### src/rtl/wshb_frame_writer.sv
// Wishbone burst-write master: streams 24-bit RGB pixels from a valid/ready input
// into the framebuffer in raster order (word i at byte address 4*i).
module wshb_frame_writer #(
    parameter int HDISP      = 800,
    parameter int VDISP      = 480,
    parameter int BURST_LEN  = 64,
    parameter int FIFO_DEPTH = 16
) (
    input  logic        clk,
    input  logic        rst_n,
    input  logic        pix_valid,
    input  logic [23:0] pix_data,
    input  logic        pix_sof,
    output logic        pix_ready,
    output logic [31:0] adr,
    output logic [31:0] dat_ms,
    output logic [3:0]  sel,
    output logic        we,
    output logic        stb,
    output logic        cyc,
    output logic [2:0]  cti,
    output logic [1:0]  bte,
    input  logic        ack,
    output logic        frame_done
);

    localparam int NPIX    = HDISP * VDISP;
    localparam int WCW     = $clog2(NPIX);
    localparam int AW      = $clog2(FIFO_DEPTH);
    localparam int BCW     = (BURST_LEN > 1) ? $clog2(BURST_LEN) : 1;
    localparam int NPIX_M1 = NPIX - 1;
    localparam int BL_M1   = BURST_LEN - 1;

    localparam logic [WCW:0]   NPIX_C    = NPIX[WCW:0];
    localparam logic [WCW-1:0] LAST_IDX  = NPIX_M1[WCW-1:0];
    localparam logic [BCW-1:0] LAST_BEAT = BL_M1[BCW-1:0];
    localparam logic [AW:0]    DEPTH_C   = FIFO_DEPTH[AW:0];

    typedef enum logic [1:0] {IDLE, BURST, RELEASE} state_t;

    state_t         state;
    logic [BCW-1:0] burst_cnt;
    logic [WCW-1:0] word_cnt;

    logic [24:0]    mem [FIFO_DEPTH];
    logic [AW-1:0]  wr_ptr, rd_ptr;
    logic [AW:0]    count, count_nxt;
    logic           full, empty;
    logic           push, pop, beat;

    logic [24:0]    head;
    logic           head_sof;
    logic [WCW-1:0] wc_base;
    logic [WCW:0]   wc_inc;
    logic           burst_last;

    assign we  = 1'b1;
    assign sel = 4'b1111;
    assign bte = 2'b00;

    assign pix_ready = ~full;
    assign push      = pix_valid & ~full;
    assign pop       = beat;

    assign head     = mem[rd_ptr];
    assign head_sof = head[24];
    assign dat_ms   = {8'h00, head[23:0]};

    // A SOF pixel restarts the raster at word 0 regardless of where we were.
    assign wc_base = head_sof ? '0 : word_cnt;
    assign wc_inc  = {1'b0, wc_base} + 1'b1;
    assign adr     = {{(30-WCW){1'b0}}, wc_base, 2'b00};

    assign burst_last = (burst_cnt == LAST_BEAT);
    assign cti        = burst_last ? 3'b111 : 3'b010;

    // SOF mid-ownership breaks address continuity, so hold it for a fresh cycle.
    assign stb  = (state == BURST) & ~empty & ~(head_sof & (burst_cnt != '0));
    assign beat = stb & ack;

    always_ff @(posedge clk) begin
        if (push) mem[wr_ptr] <= {pix_sof, pix_data};
    end

    always_comb begin
        count_nxt = count;
        if (push && !pop)      count_nxt = count + 1'b1;
        else if (pop && !push) count_nxt = count - 1'b1;
    end

    always_ff @(posedge clk or negedge rst_n) begin
        if (!rst_n) begin
            wr_ptr <= '0;
            rd_ptr <= '0;
            count  <= '0;
            full   <= 1'b0;
            empty  <= 1'b1;
        end else begin
            if (push) wr_ptr <= wr_ptr + 1'b1;
            if (pop)  rd_ptr <= rd_ptr + 1'b1;
            count <= count_nxt;
            full  <= (count_nxt == DEPTH_C);
            empty <= (count_nxt == '0);
        end
    end

    always_ff @(posedge clk or negedge rst_n) begin
        if (!rst_n) begin
            word_cnt   <= '0;
            frame_done <= 1'b0;
        end else begin
            frame_done <= beat && (wc_base == LAST_IDX);
            if (beat) word_cnt <= (wc_inc == NPIX_C) ? '0 : wc_inc[WCW-1:0];
        end
    end

    always_ff @(posedge clk or negedge rst_n) begin
        if (!rst_n) begin
            state     <= IDLE;
            cyc       <= 1'b0;
            burst_cnt <= '0;
        end else begin
            case (state)
                IDLE: begin
                    burst_cnt <= '0;
                    if (!empty) begin
                        state <= BURST;
                        cyc   <= 1'b1;
                    end
                end
                BURST: begin
                    if (beat) burst_cnt <= burst_cnt + 1'b1;
                    // Never park on the bus with stb low; let the display reader in.
                    if ((beat && burst_last) || !stb) begin
                        state <= RELEASE;
                        cyc   <= 1'b0;
                    end
                end
                RELEASE: state <= IDLE;
                default: begin
                    state <= IDLE;
                    cyc   <= 1'b0;
                end
            endcase
        end
    end

endmodule
### config.mk
export PLATFORM = sky130hd
export DESIGN_NAME = wshb_frame_writer
export DESIGN_NICKNAME = d
export VERILOG_FILES = /design/src/rtl/wshb_frame_writer.sv
export SDC_FILE = /design/constraint.sdc
export NUM_CORES = 1
export LEC_CHECK = 0
export BUFFER_PORTS_ARGS = -buffer_cell sky130_fd_sc_hd__buf_2
export CAP_MARGIN = 20
export CORE_MARGIN = 1
export CORE_UTILIZATION = 55
export DETAILED_ROUTE_END_ITERATION = 8
export GPL_TIMING_DRIVEN = 0
export PLACE_DENSITY = 0.79
export SLEW_MARGIN = 20
export SYNTH_ARGS = -nofsm -noshare
export SYNTH_HDL_FRONTEND = slang
export SYNTH_SLANG_ARGS = --single-unit
### constraint.sdc
create_clock -name clk -period 3.53 [get_ports clk]
set_input_delay 0.706 -clock clk [delete_from_list [all_inputs] [get_ports clk]]
set_output_delay 0.706 -clock clk [all_outputs]
set_load 0.05 [all_outputs]
# Word level (Yosys, flattened, before mapping)

Memories as Yosys holds them, arrays and structs flattened.
Cells that the tools add are included.

Bitwise logic cells: 9
Reductions and logical operators: 15
Divide/modulo/power cells: 0
Add/sub/neg operators: 6
Order comparisons: 0
Muxes and demuxes: 15
Eq/ne operators: 9
Shifts and indexed selects: 0
Multipliers: 0

Operators with widths:

| kind                  | count |
|---|---|
| $mux 19               | 2 |
| $add 19x1->20 const B | 1 |
| $eq 20x19->1 const B  | 1 |
| $eq 19x19->1 const B  | 1 |
| $pmux 6 s2            | 1 |
| $mux 5                | 2 |
| $add 4x1->4 const B   | 2 |
| $add 6x1->6 const B   | 1 |
| $eq 6x6->1 const B    | 1 |
| $mux 6                | 1 |
| $reduce_bool 6->1     | 1 |
| $add 5x1->5 const B   | 1 |
| $and 1x1->1           | 5 |
| $eq 5x5->1 const B    | 1 |
| $logic_not 5->1       | 1 |
| $sub 5x1->5 const B   | 1 |
| $logic_and 1x1->1     | 4 |
| $mux 1                | 4 |
| $mux 2                | 2 |
| $ne 2x2->1 const B    | 2 |
| $not 1->1             | 4 |
| $pmux 2 s2            | 1 |
| $reduce_and 2->1      | 2 |
| $logic_not 1->1       | 3 |
| 9 further kinds       | 9 |

Memories kept: 1
Logic and storage cells: 65
Flip-flop bits (word level): 44
Input bits: 29
Latch bits: 0
ROM bits: 0
Output and inout bits: 78
RAM bits: 400

Memories:

| name | depth | width | rd ports | clocked after Yosys merged registers in | write ports | line | RTL |
|---|---|---|---|---|---|---|---|
| mem  | 16    | 25    | 1        | 0                                       | 1           | 45   | `logic [24:0] mem [FIFO_DEPTH];` |

# Logic depth before layout (Yosys ltp)

Gate-level depths: netlist (run 1).

Word-level depth: 9
Gate-level depth with buffers: 16

# Worst setup path before layout (run 1)

OpenSTA, ideal clock, no wires.

Path type: register -> register
From: register rd_ptr[3]
To: register word_cnt[0]
Library setup time: 149 ps
Arrival time: 4,106 ps
Cell stages (with the launch flop): 17
Required time: 3,381 ps
Period minus slack after synthesis: 4,255 ps
Setup slack: -725 ps
Cells stage by stage: dfrtp_1 buf_6 buf_6 mux2i_1 a22oi_1 and2_1 a21oi_1 clkbuf_1 and2_1 ha_1 nand3_1 nor4_1 and4_1 xor2_1 nand2_1 a2111oi_4 a211oi_1

Word-level cells in the longest chain between the ends: 5
Elaborated cells between the ends (all ways): 9

Ends and longest elaborated chain:

| item                   | line | RTL |
|---|---|---|
| from (decl)            | 46   | `logic [AW-1:0] wr_ptr, rd_ptr;` |
| from (signal assigned) | 100  | `if (pop) rd_ptr <= rd_ptr + 1'b1;` |
| $mem_v2 16x25          | -    |  |
| $mux 19                | 70   | `assign wc_base = head_sof ? '0 : word_cnt;` |
| named net adr[3]       | 15   | `output logic [31:0] adr,` |
| $add 19x1->20          | 71   | `assign wc_inc = {1'b0, wc_base} + 1'b1;` |
| $eq 20x19->1           | 113  | `if (beat) word_cnt <= (wc_inc == NPIX_C) ? '0 : wc_inc[WCW-1:0];` |
| $mux 19                | 113  |  |
| to (signal assigned)   | 113  |  |
| to (decl)              | 43   | `logic [WCW-1:0] word_cnt;` |

The timed path passes the listed nets, and every way through them passes these cells.
A chain may end at the register's enable or synchronous reset.

# Final worst setup path (run 1)

From: register rd_ptr[3]
To: output port dat_ms[23]

Word-level cells in the longest chain between the ends: 1

Ends and longest elaborated chain:

| item          | line | RTL |
|---|---|---|
| $mem_v2 16x25 | -    |  |
| to (decl)     | 16   | `output logic [31:0] dat_ms,` |

Every way passes these cells.

==> reports/results.tsv, run 1 <==
stage	metric	value	unit
die	core footprint	31900	um2
place	I/O Buffers	77	
global_routing	largest net degree at the start of global routing	45	
die	# IOs	107	
min_path	Worst Hold Class	in -> async	
worst_setup_path	critical path's top delay family	buffers and inverters	
logic_synthesis	Area contributors post-synth	edfxtp_1 67%, mux4_2 15%, dfrtp_1 6.0%, buf_4 1.3%, nand2_1 0.90%	
logic_synthesis	Synth Register Bits	444	
logic_synthesis	Post-Syn Instances	927	
die	row count	65	
logic_synthesis	sequential area share after synthesis	72.8	%
timing	Final Hold Viols	0	
clock_tree	Max H-tree Level	2	
worst_setup_path	CP Cell Sequence	buf_6 > buf_12 > buf_4 > clkbuf_1 > mux4_2 > buf_2	
worst_setup_path	crit path kind	reg -> out	
clock_tree	worst skew pair latency	0.55	ns
timing	Relative slew margins	31.1	%
power	total power	17.8	mW
logic_synthesis	Ys Warns	0	
worst_setup_path	Crit path required time	2.82	ns
final_layout	non-filler instance count after layout	1570	
place	routability cong.	0.884	
timing	Final min period	3.54	ns
die	die height	183	um
logic_synthesis	synthesized area per cell	19.4	um2
logic_synthesis	area leader, netlist	edfxtp_1	
clock_tree	cts bufs inserted	43	
final_layout	final core utilization	67.2	%
logic_synthesis	Synth Area in Adders	0.750	%
timing	Tcrit/Tclk final	100	%
global_routing	Tot GR Track Use	25.4	%
clock_tree	CTS max path bufs	3	
timing	Slew Viols, Final	0	
die	Initial Util	56.5	%
global_routing	grt total ovfl	0	
power	Max IR drop VDD	0.000650	V
logic_synthesis	post-synthesis mux area share	15.8	%
worst_setup_path	critical path launch point type	flip-flop	
drt	wire per inst	26.4	um
die	DIE AREA	33500	um2
final_layout	most frequent cells in the layout	400 x edfxtp_1, 118 x mux4_2, 78 x buf_2	
drt	wirelength, routed	41.4	mm
timing	WHS	0.335	ns
final_layout	ratio of cells with drive above 1 in the final layout	34.9	%
logic_synthesis	main combinational cell family by area after synthesis	multiplexers	
global_routing	first-pass GRT wire length	61.3	mm
logic_synthesis	post-synth cell types	55	
clock_tree	clock sink count	444	
flow_run	max cap viols	0	
timing	RSZ-0062 raised after global routing	yes	
logic_synthesis	area share of and/or/nand/nor cells after synthesis	5.01	%
timing	post-route setup slack	-0.0125	ns
logic_synthesis	top cell type's share of synthesized area	66.7	%
place	pre-CTS setup slack	-0.729	ns
logic_synthesis	XOR/XNOR Fraction of Synth Area	0.826	%
clock_tree	clock transition at the registers of the reported paths	0.07	ns
die	Die X-Extent	183	um
place	hpwl dp	25.1	mm
timing	worst-margin pin slew	1.03	ns
drt	routed vias	9668	
drt	First-pass DRT Iterations	7	
clock_tree	root buf cell	clkbuf_16	
final_layout	most common cell after layout, fill and taps aside	edfxtp_1	
final_layout	final non-filler cell area	21400	um2
logic_synthesis	Synth Area in Compound Gates	2.18	%
final_layout	Layout Nets	1141	
drt	drc violations	0	
logic_synthesis	Top FF cell, synth	edfxtp_1	
final_layout	Fill cells	2014	
worst_setup_path	FF-to-FF setup slack	0.09	ns
final_layout	area grow syn2layout	18.8	%
place	Placed Cells	1486	
worst_setup_path	critical path arrival	2.84	ns
timing	Max Clock Freq	0.282	GHz
worst_setup_path	Max stage delay on crit path	0.77	ns
logic_synthesis	Post-synth EDFFs	400	
logic_synthesis	Syn Std Cell Area	18000	um2
global_routing	number of global-route vias before repair	9759	
worst_setup_path	CP Max Fanout	10	
timing	Final setup viols	1	
worst_setup_path	WP buf/inv	5	
logic_synthesis	asr flop ratio synth	9.91	%
worst_setup_path	Slowest-stage cell, CP	clkbuf_1	
clock_tree	TritonCTS clock tree	done	
global_routing	antenna violations before repair	3	
timing	Fin Clk Skew	0.0166	ns
power	power density cells	834	nW/um2
status	outcome	complete, but fails checks	
drt	initial DRC count	1145	
power	LEAKAGE	7.30	nW
timing	setup TNS	-0.0125	ns
drt	vias per cell	6.16	
drt	Post-DRT Antenna Nets	0	
status	failing checks	setup timing	
worst_setup_path	Setup crit end kind	primary output	
place	Area after DPL	19700	um2
## layout make-up
cell class	count	area (um2)	area share [%]
Clock inverter	25	309	1.44
Inverter	10	37.5	0.175
Tap cell	435	544	2.54
Clock buffer	50	1110	5.20
Sequential cell	444	13100	61.3
Antenna cell	3	7.51	0.0351
Timing Repair Buffer	107	913	4.27
Multi-Input combinational cell	422	4800	22.4
Buffer	74	574	2.68
## kinds of logic after synthesis
| logic type | Yosys count |
|---|---|
| adder cells (fa/ha/maj) | 11 |
| AND/OR/NAND/NOR | 172 |
| flip-flops | 444 |
| XOR/XNOR | 17 |
| multiplexers | 132 |
| AO/OA/AOI/OAI | 61 |
| other | 2 |
| buffers and inverters | 88 |
## worst paths after layout
kind,start,end,cells after the start
max in group asynchronous,rst_n,word_cnt[16],1
hold reg to reg,cyc,cyc,1
setup reg to reg,rd_ptr[2],word_cnt[0],15
setup / recovery,rd_ptr[3],dat_ms[23],6
min in group clk,cyc,cyc,1
hold / removal,rst_n,count[4],1
## metal layers
metal | routed length [um] | vias to the layer above | share of wire (%) | track usage [%]
met5 | 0 | - | 0 | 0
met3 | 3270 | 103 | 7.9 | 3.99
met2 | 21000 | 547 | 51 | 43.1
met4 | 1190 | 0 | 2.9 | 8.67
met1 | 16000 | 4970 | 39 | 33.8
li1 | - | 4048 | - | -
## sequential cells by signal, summed over array words and instances, names as in the netlist, 2 cells and up
register / count
state: 2
wr_ptr: 4
count: 5
burst_cnt: 6
mem: 400
rd_ptr: 4
word_cnt: 19
## timing repair
| item | CTS | global route |
|---|---|---|
| hold endpoints to repair | 0 | 0 |
| resized for setup | 82 | 13 |
| pin swaps | 4 | 8 |
| endpoints found under the setup margin | 42 | 32 |
| buffers inserted | 7 | 3 |
| hold buffers | 0 | 0 |
## Yosys cell counts (all sizes together), types with 2 or more instances
cell type / count
o21ai: 19
nand2b: 5
nand3: 13
o31ai: 9
and2: 20
dfrtp: 43
o22ai: 2
and3: 8
and4: 2
nor2: 35
inv: 10
clkbuf: 29
edfxtp: 400
a21o: 2
nand4b: 2
conb: 2
buf: 49
nor2b: 3
a211oi: 2
xor2: 7
a22oi: 3
nor3: 15
nand4: 8
nand2: 43
nor3b: 2
ha: 10
mux2i: 11
xnor2: 10
nor4: 9
a21oi: 17
or4: 2
mux4: 121
## worst register-to-register path, stage by stage (launching register included)
cell	delay, ns
dfrtp_1	0.40
buf_4	0.26
nor2b_1	0.23
a22oi_2	0.10
and2_4	0.19
a21oi_4	0.19
and2_4	0.20
ha_4	0.16
and3_4	0.19
nand3_2	0.11
nor3b_2	0.20
o21ai_0	0.11
a2111o_1	0.40
a2111oi_4	0.32
buf_4	0.21
a211oi_1	0.06
## report_power, final
group	internal (mW)	switching [mW]	leakage, nW
Clock	2.71	1.93	0.683
Sequential	6.34	0.234	4.18
Combinational	2.56	4.08	2.43
Total	11.6	6.24	7.30
(Power assumes the default switching activity.)
==> run 2, diff against run 1 <==
- BUFFER_PORTS_ARGS: -buffer_cell sky130_fd_sc_hd__buf_2 -> -buffer_cell sky130_fd_sc_hd__clkbuf_2
- MAX_ROUTING_LAYER: unset -> met4
==> run 2 against run 1 <==
Effect of this change:
- the run now ends clean
- final area grew 0.25%
- wire length shrank 2.3%
- worst hold slack lost 0.18 ns
- maximum frequency grew 2.2%
- setup slack gained 0.077 ns
- critical path depth is the same
- die area is the same
- clock-buffer cell count grew 1
- sequential share of layout area shrank 0.15 points
- critical path type unchanged
- largest cell class unchanged
==> reports/results.tsv, run 2 (synthesis gave the netlist of run 1 again) <==
stage	metric	value	unit	change
status	outcome	complete, no violations		
final_layout	final core utilization	67.3	%	+0.17 points
worst_setup_path	CP Cell Sequence	buf_6 > buf_12 > buf_4 > clkbuf_1 > mux4_2 > clkbuf_4		
place	routability cong.	0.919		+3.9%
flow_run	max cap viols	0		unchanged
worst_setup_path	Slowest-stage cell, CP	clkbuf_1		
final_layout	max FFs per register	400		unchanged
worst_setup_path	critical path's top delay family	buffers and inverters		
worst_setup_path	WP buf/inv	5		unchanged
clock_tree	CTS max path bufs	3		unchanged
final_layout	Biggest register	mem		
place	pre-CTS setup slack	-0.783	ns	-0.0541 ns
worst_setup_path	Setup crit end kind	primary output		
die	# IOs	107		unchanged
worst_setup_path	crit path kind	reg -> out		
worst_setup_path	critical path arrival	2.76	ns	-0.08 ns
global_routing	GRT busiest layer	met2		
timing	Slew Viols, Final	0		unchanged
global_routing	grt total ovfl	0		unchanged
worst_setup_path	number of cells on the critical path	6		unchanged
global_routing	first-pass GRT wire length	60.0	mm	-2.0%
clock_tree	Max H-tree Level	2		unchanged
drt	wire per inst	25.7	um	-2.7%
timing	Fin Clk Skew	0.0279	ns	+0.0113 ns
final_layout	most frequent cells in the layout	400 x edfxtp_1, 118 x mux4_2, 81 x clkbuf_2		
timing	worst-margin pin slew	0.978	ns	-0.0552 ns
die	DIE AREA	33500	um2	unchanged
timing	Final min period	3.47	ns	-0.0772 ns
power	Max IR drop VDD	0.000705	V	+8.3%
clock_tree	TritonCTS clock tree	done		
die	row count	65		unchanged
drt	initial DRC count	1103		-3.7%
worst_setup_path	critical path launch point type	flip-flop		
clock_tree	clock sink count	444		unchanged
worst_setup_path	worst r2r path cells	17		+2
worst_setup_path	Max stage delay on crit path	0.73	ns	-0.04 ns
clock_tree	cts bufs inserted	44		+2.3%
global_routing	Tot GR Track Use	25.8	%	+0.38 points
die	die height	183	um	unchanged
drt	wirelength, routed	40.5	mm	-2.3%
timing	Final Hold Viols	0		unchanged
die	Initial Util	56.5	%	unchanged
power	LEAKAGE	7.32	nW	+0.39%
global_routing	met3 Usage GRT	3.73	%	-0.26 points
global_routing	largest net degree at the start of global routing	45		unchanged
min_path	Worst Hold Class	in -> async		
final_layout	ratio of cells with drive above 1 in the final layout	34.8	%	-0.13 points
final_layout	biggest regs	mem x400, word_cnt x19, burst_cnt x6		
die	Die X-Extent	183	um	unchanged
global_routing	GR Util met1	33.5	%	-0.28 points
timing	Tcrit/Tclk final	98.2	%	-2.2 points
timing	Max Clock Freq	0.289	GHz	+2.2%
final_layout	area grow syn2layout	19.1	%	
drt	routed vias	9594		-0.77%
clock_tree	root buf cell	clkbuf_16		
drt	Post-DRT Antenna Nets	0		unchanged
timing	post-route setup slack	0.0647	ns	+0.0772 ns
drt	vias per cell	6.09		-1.1%
global_routing	antenna violations before repair	1		-2
die	core footprint	31900	um2	unchanged
place	hpwl dp	24.6	mm	-2.1%
timing	Final setup viols	0		-1
final_layout	Layout Nets	1144		+0.26%
clock_tree	worst skew pair latency	0.57	ns	+0.02 ns
worst_setup_path	CP Max Fanout	10		unchanged
global_routing	number of global-route vias before repair	9693		-0.68%
final_layout	most common cell after layout, fill and taps aside	edfxtp_1		
clock_tree	clock transition at the registers of the reported paths	0.06	ns	about the same
timing	RSZ-0062 raised after global routing	yes		
drt	drc violations	0		unchanged
place	I/O Buffers	77		unchanged
power	power density cells	835	nW/um2	+0.21%
drt	First-pass DRT Iterations	5		-2
global_routing	GRT met2 Usage	41.8	%	-1.4 points
worst_setup_path	Crit path required time	2.82	ns	about the same
timing	Relative slew margins	34.8	%	+3.7 points
## run 2: metal layers
layer / part of all wire (%) / routed length (um)
met1: 38 / 15400
met4: 3.2 / 1310
met5: 0 / 0
met3: 8.1 / 3260
met2: 51 / 20500
## run 2: final timing paths
kind                       slack, ns          end  startpoint
setup / recovery                0.06   dat_ms[23]   rd_ptr[3]
hold / removal                  0.16     count[0]       rst_n
setup reg to reg                0.07  word_cnt[0]   rd_ptr[3]
hold reg to reg                 0.47          cyc         cyc
max in group asynchronous       2.99    rd_ptr[0]       rst_n
min in group clk                0.47          cyc         cyc
## run 2: where the power goes
part	internal [mW]	switching, mW
combinational	2.63	4.07
clock	2.68	1.98
sequential	6.34	0.231
## run 2: per-stage QoR
| step | area, um2 | instances | hold slack [ns] | TNS [ns] | total power [mW] |
|---|---|---|---|---|---|
| 5_1_grt | 21500 | 1575 | 0.192 | -0.0637 | 18.6 |
| 3_5_place_dp | 19700 | 1487 | 0.474 | -14.74 | 12.9 |
| 6_report | 21500 | 1576 | 0.156 | 0 | 17.9 |
| 2_1_floorplan | 18200 | 954 | 0.410 | -0.00689 | 11.1 |
| 3_3_place_gp | 19100 | 1466 | 0.460 | -374.77 | 12.6 |
| 4_1_cts | 21400 | 1572 | 0.372 | 0 | 17.9 |
## run 2: what timing repair did
action                                  CTS  global route
gates resized for setup                  85            16
buffers inserted                          7             3
hold buffers                              0             0
pin swaps                                 3             4
gates cloned                              0             0
endpoints found under the setup margin   42            28
## run 2: cell type report
class	count	area, um2
Multi-Input combinational cell	422	4780
Timing Repair Buffer	108	947
Clock buffer	51	1130
Clock inverter	29	310
Inverter	10	37.5
Tap cell	435	544
Fill cell	2012	10400
Sequential cell	444	13100
Buffer	75	593
Antenna cell	2	5.00
==> run 3, diff against run 2 <==
--- a/config.mk
+++ b/config.mk
@@ -9,4 +9,6 @@
 export CAP_MARGIN = 20
+export CELL_PAD_IN_SITES_DETAIL_PLACEMENT = 2
+export CELL_PAD_IN_SITES_GLOBAL_PLACEMENT = 2
 export CORE_MARGIN = 1
-export CORE_UTILIZATION = 55
+export CORE_UTILIZATION = 42
 export DETAILED_ROUTE_END_ITERATION = 8
@@ -14,3 +16,3 @@
 export MAX_ROUTING_LAYER = met4
-export PLACE_DENSITY = 0.79
+export PLACE_DENSITY = 0.78
 export SLEW_MARGIN = 20
==> constraint.sdc (replaced) <==
create_clock -name clk -period 3.53 [get_ports clk]
set_input_delay 0.1765 -clock clk [delete_from_list [all_inputs] [get_ports clk]]
set_output_delay 0.1765 -clock clk [all_outputs]
set_load 0.02 [all_outputs]
==> run 3 against run 2 <==
Effect of this change:
- the run now ends with setup timing left
- clock skew is 0.0053 ns higher
- maximum frequency fell by 3.2%
- total power fell by 1.1%
- sequential power increased by 0.9%
- first-iteration DRC count decreased by 16%
- largest cell class unchanged
- largest power group is now registers
==> reports/results.tsv, run 3 (synthesis gave the netlist of run 1 again) <==
stage	metric	value	unit	change
timing	post-route setup slack	-0.0492	ns	-0.114 ns
place	routability cong.	0.784		-15%
worst_setup_path	Setup crit end kind	flip-flop		
timing	Max Clock Freq	0.279	GHz	-3.2%
worst_setup_path	worst r2r path cells	17		unchanged
power	LEAKAGE	7.44	nW	+1.6%
final_layout	multi-input combinational cell area	4790	um2	about the same
die	DIE AREA	43700	um2	+31%
timing	Final Hold Viols	0		unchanged
worst_setup_path	FF-to-FF Start	rd_ptr[3]		
status	outcome	complete, but fails checks		
worst_setup_path	CP Max Fanout	6		-4
die	core footprint	42100	um2	+32%
timing	Final setup viols	6		+6
timing	WHS	0.0305	ns	-0.126 ns
global_routing	first-pass GRT wire length	77.4	mm	+29%
drt	First-pass DRT Iterations	7		+2
drt	initial DRC count	924		-16%
clock_tree	worst skew pair latency	0.61	ns	+0.04 ns
clock_tree	cts bufs inserted	48		+9.1%
final_layout	Seq. cell area	13100	um2	unchanged
final_layout	Fill cells	3687		+83%
clock_tree	Max H-tree Level	2		unchanged
clock_tree	root buf cell	clkbuf_16		
die	Die X-Extent	209	um	+14%
global_routing	largest net degree at the start of global routing	45		unchanged
clock_tree	CTS max path bufs	3		unchanged
final_layout	final non-filler cell area	21800	um2	+1.4%
die	Initial Util	42.8	%	-14 points
min_path	WHS Path Cells	1		
timing	Fin Clk Skew	0.0332	ns	+0.00529 ns
timing	Tcrit/Tclk final	101	%	+3.2 points
worst_setup_path	critical path launch point type	flip-flop		
power	power density cells	814	nW/um2	-2.5%
drt	wirelength, routed	54.1	mm	+34%
die	# IOs	107		unchanged
timing	worst-margin pin slew	1.03	ns	+0.0495 ns
worst_setup_path	worst setup path start	rd_ptr[3]		
place	I/O Buffers	77		unchanged
final_layout	non-filler instance count after layout	1722		+9.3%
final_layout	Layout Nets	1181		+3.2%
place	hpwl dp	34.0	mm	+38%
drt	Post-DRT Antenna Nets	0		unchanged
global_routing	number of global-route vias before repair	10900		+12%
clock_tree	TritonCTS clock tree	done		
clock_tree	clock transition at the registers of the reported paths	0.06	ns	about the same
global_routing	antenna violations before repair	1		unchanged
place	Area after DPL	19800	um2	+0.46%
final_layout	biggest regs	mem x400, word_cnt x19, burst_cnt x6		
final_layout	max FFs per register	400		unchanged
final_layout	most frequent cells in the layout	400 x edfxtp_1, 118 x mux4_2, 83 x clkbuf_2		
final_layout	Biggest register	mem		
power	Max IR drop VDD	0.000776	V	+10%
timing	Relative slew margins	31.5	%	-3.3 points
worst_setup_path	Crit path required time	3.98	ns	+1.16 ns
drt	vias per cell	5.78		-5.1%
timing	RSZ-0062 raised after global routing	yes		
status	failing checks	setup timing		
die	die height	209	um	+14%
min_path	hold path start	pix_data[5]		
min_path	Worst Hold Class	in -> reg		
global_routing	grt total ovfl	0		unchanged
timing	Slew Viols, Final	0		unchanged
drt	routed vias	9945		+3.7%
die	row count	75		+15%
place	pre-CTS setup slack	-0.855	ns	-0.0720 ns
flow_run	max cap viols	0		unchanged
worst_setup_path	crit path kind	reg -> reg		
drt	drc violations	0		unchanged
final_layout	ratio of cells with drive above 1 in the final layout	35.0	%	+0.26 points
worst_setup_path	critical path arrival	4.03	ns	+1.27 ns
clock_tree	clock sink count	444		unchanged
timing	Final min period	3.58	ns	+0.114 ns
final_layout	area grow syn2layout	20.8	%	
place	Placed Cells	1598		+7.5%
final_layout	most common cell after layout, fill and taps aside	edfxtp_1		
global_routing	Tot GR Track Use	26.0	%	+0.21 points
drt	wire per inst	31.4	um	+22%
[run 3: cell types whose count changed in the layout (fill, tap and decap cells not counted), moves of 6 or more]
cell / before / now
clkbuf_8: 6 / 0
clkbuf_1: 18 / 33
dlygate4sd3_1: 0 / 15
buf_8: 9 / 1
buf_4: 49 / 65
[run 3: worst paths after layout]
path                                 to  slack [ns]
hold / removal                mem[6][5]        0.03
min in group asynchronous           cyc        0.18
setup reg to reg            word_cnt[0]       -0.05
setup / recovery            word_cnt[0]       -0.05
max in group asynchronous  word_cnt[15]        2.89
hold reg to reg                     cyc        0.50
[run 3: report_power, final]
| part | internal, mW | switching (mW) |
|---|---|---|
| logic | 2.55 | 3.57 |
| registers | 6.35 | 0.278 |
| clock network | 2.80 | 2.18 |
| total | 11.7 | 6.03 |
[run 3: area by class of cell]
cell class,count,area share (%)
Tap cell,539,3.10
Sequential cell,444,60.2
Antenna cell,1,0.0115
Clock buffer,63,5.87
Timing Repair Buffer,138,5.13
Inverter,10,0.172
Clock inverter,27,1.10
Multi-Input combinational cell,422,22.0
Buffer,78,2.39
[run 3: stage by stage]
stage | setup TNS (ns) | util, % | power [mW]
2_1_floorplan | 0 | - | 10.2
3_3_place_gp | -446.80 | 45.6 | 12.0
3_5_place_dp | -9.93 | 46.9 | 12.5
4_1_cts | 0 | 51.5 | 17.8
5_1_grt | -1.25 | 51.7 | 18.4
6_report | -0.177 | 51.7 | 17.7
[run 3: worst max-delay path: stages (launching register included)]
cell and delay (ns):
dfrtp_1 0.34, buf_6 0.16, buf_12 0.13, mux2i_4 0.24, a22oi_2 0.10, and2_4 0.19, a21oi_4 0.18, buf_8 0.13
and2_4 0.15, ha_4 0.15, and3_4 0.21, nand3_4 0.09, nor3b_2 0.17, o21ai_1 0.09, a2111o_1 0.39, a2111oi_4 0.42
buf_4 0.22, a211oi_2 0.04
[run 3: timing repair]
item	4_1_cts	5_1_grt
hold buffers	15	0
buffers inserted	12	6
setup endpoints to repair	35	25
pin swaps	8	10
gates resized for setup	54	19
hold endpoints to repair	214	0
[run 3: layer usage]
metal / part of all wire [%] / routed length [um] / GRT usage, % / up-vias
met5: 0 / 0 / - / -
met4: 2.9 / 1570 / 8.16 / 0
met3: 5.4 / 2910 / 4.84 / 96
met2: 51 / 27700 / 43.2 / 340
met1: 40 / 21900 / 32.4 / 5370
li1: - / - / - / 4139
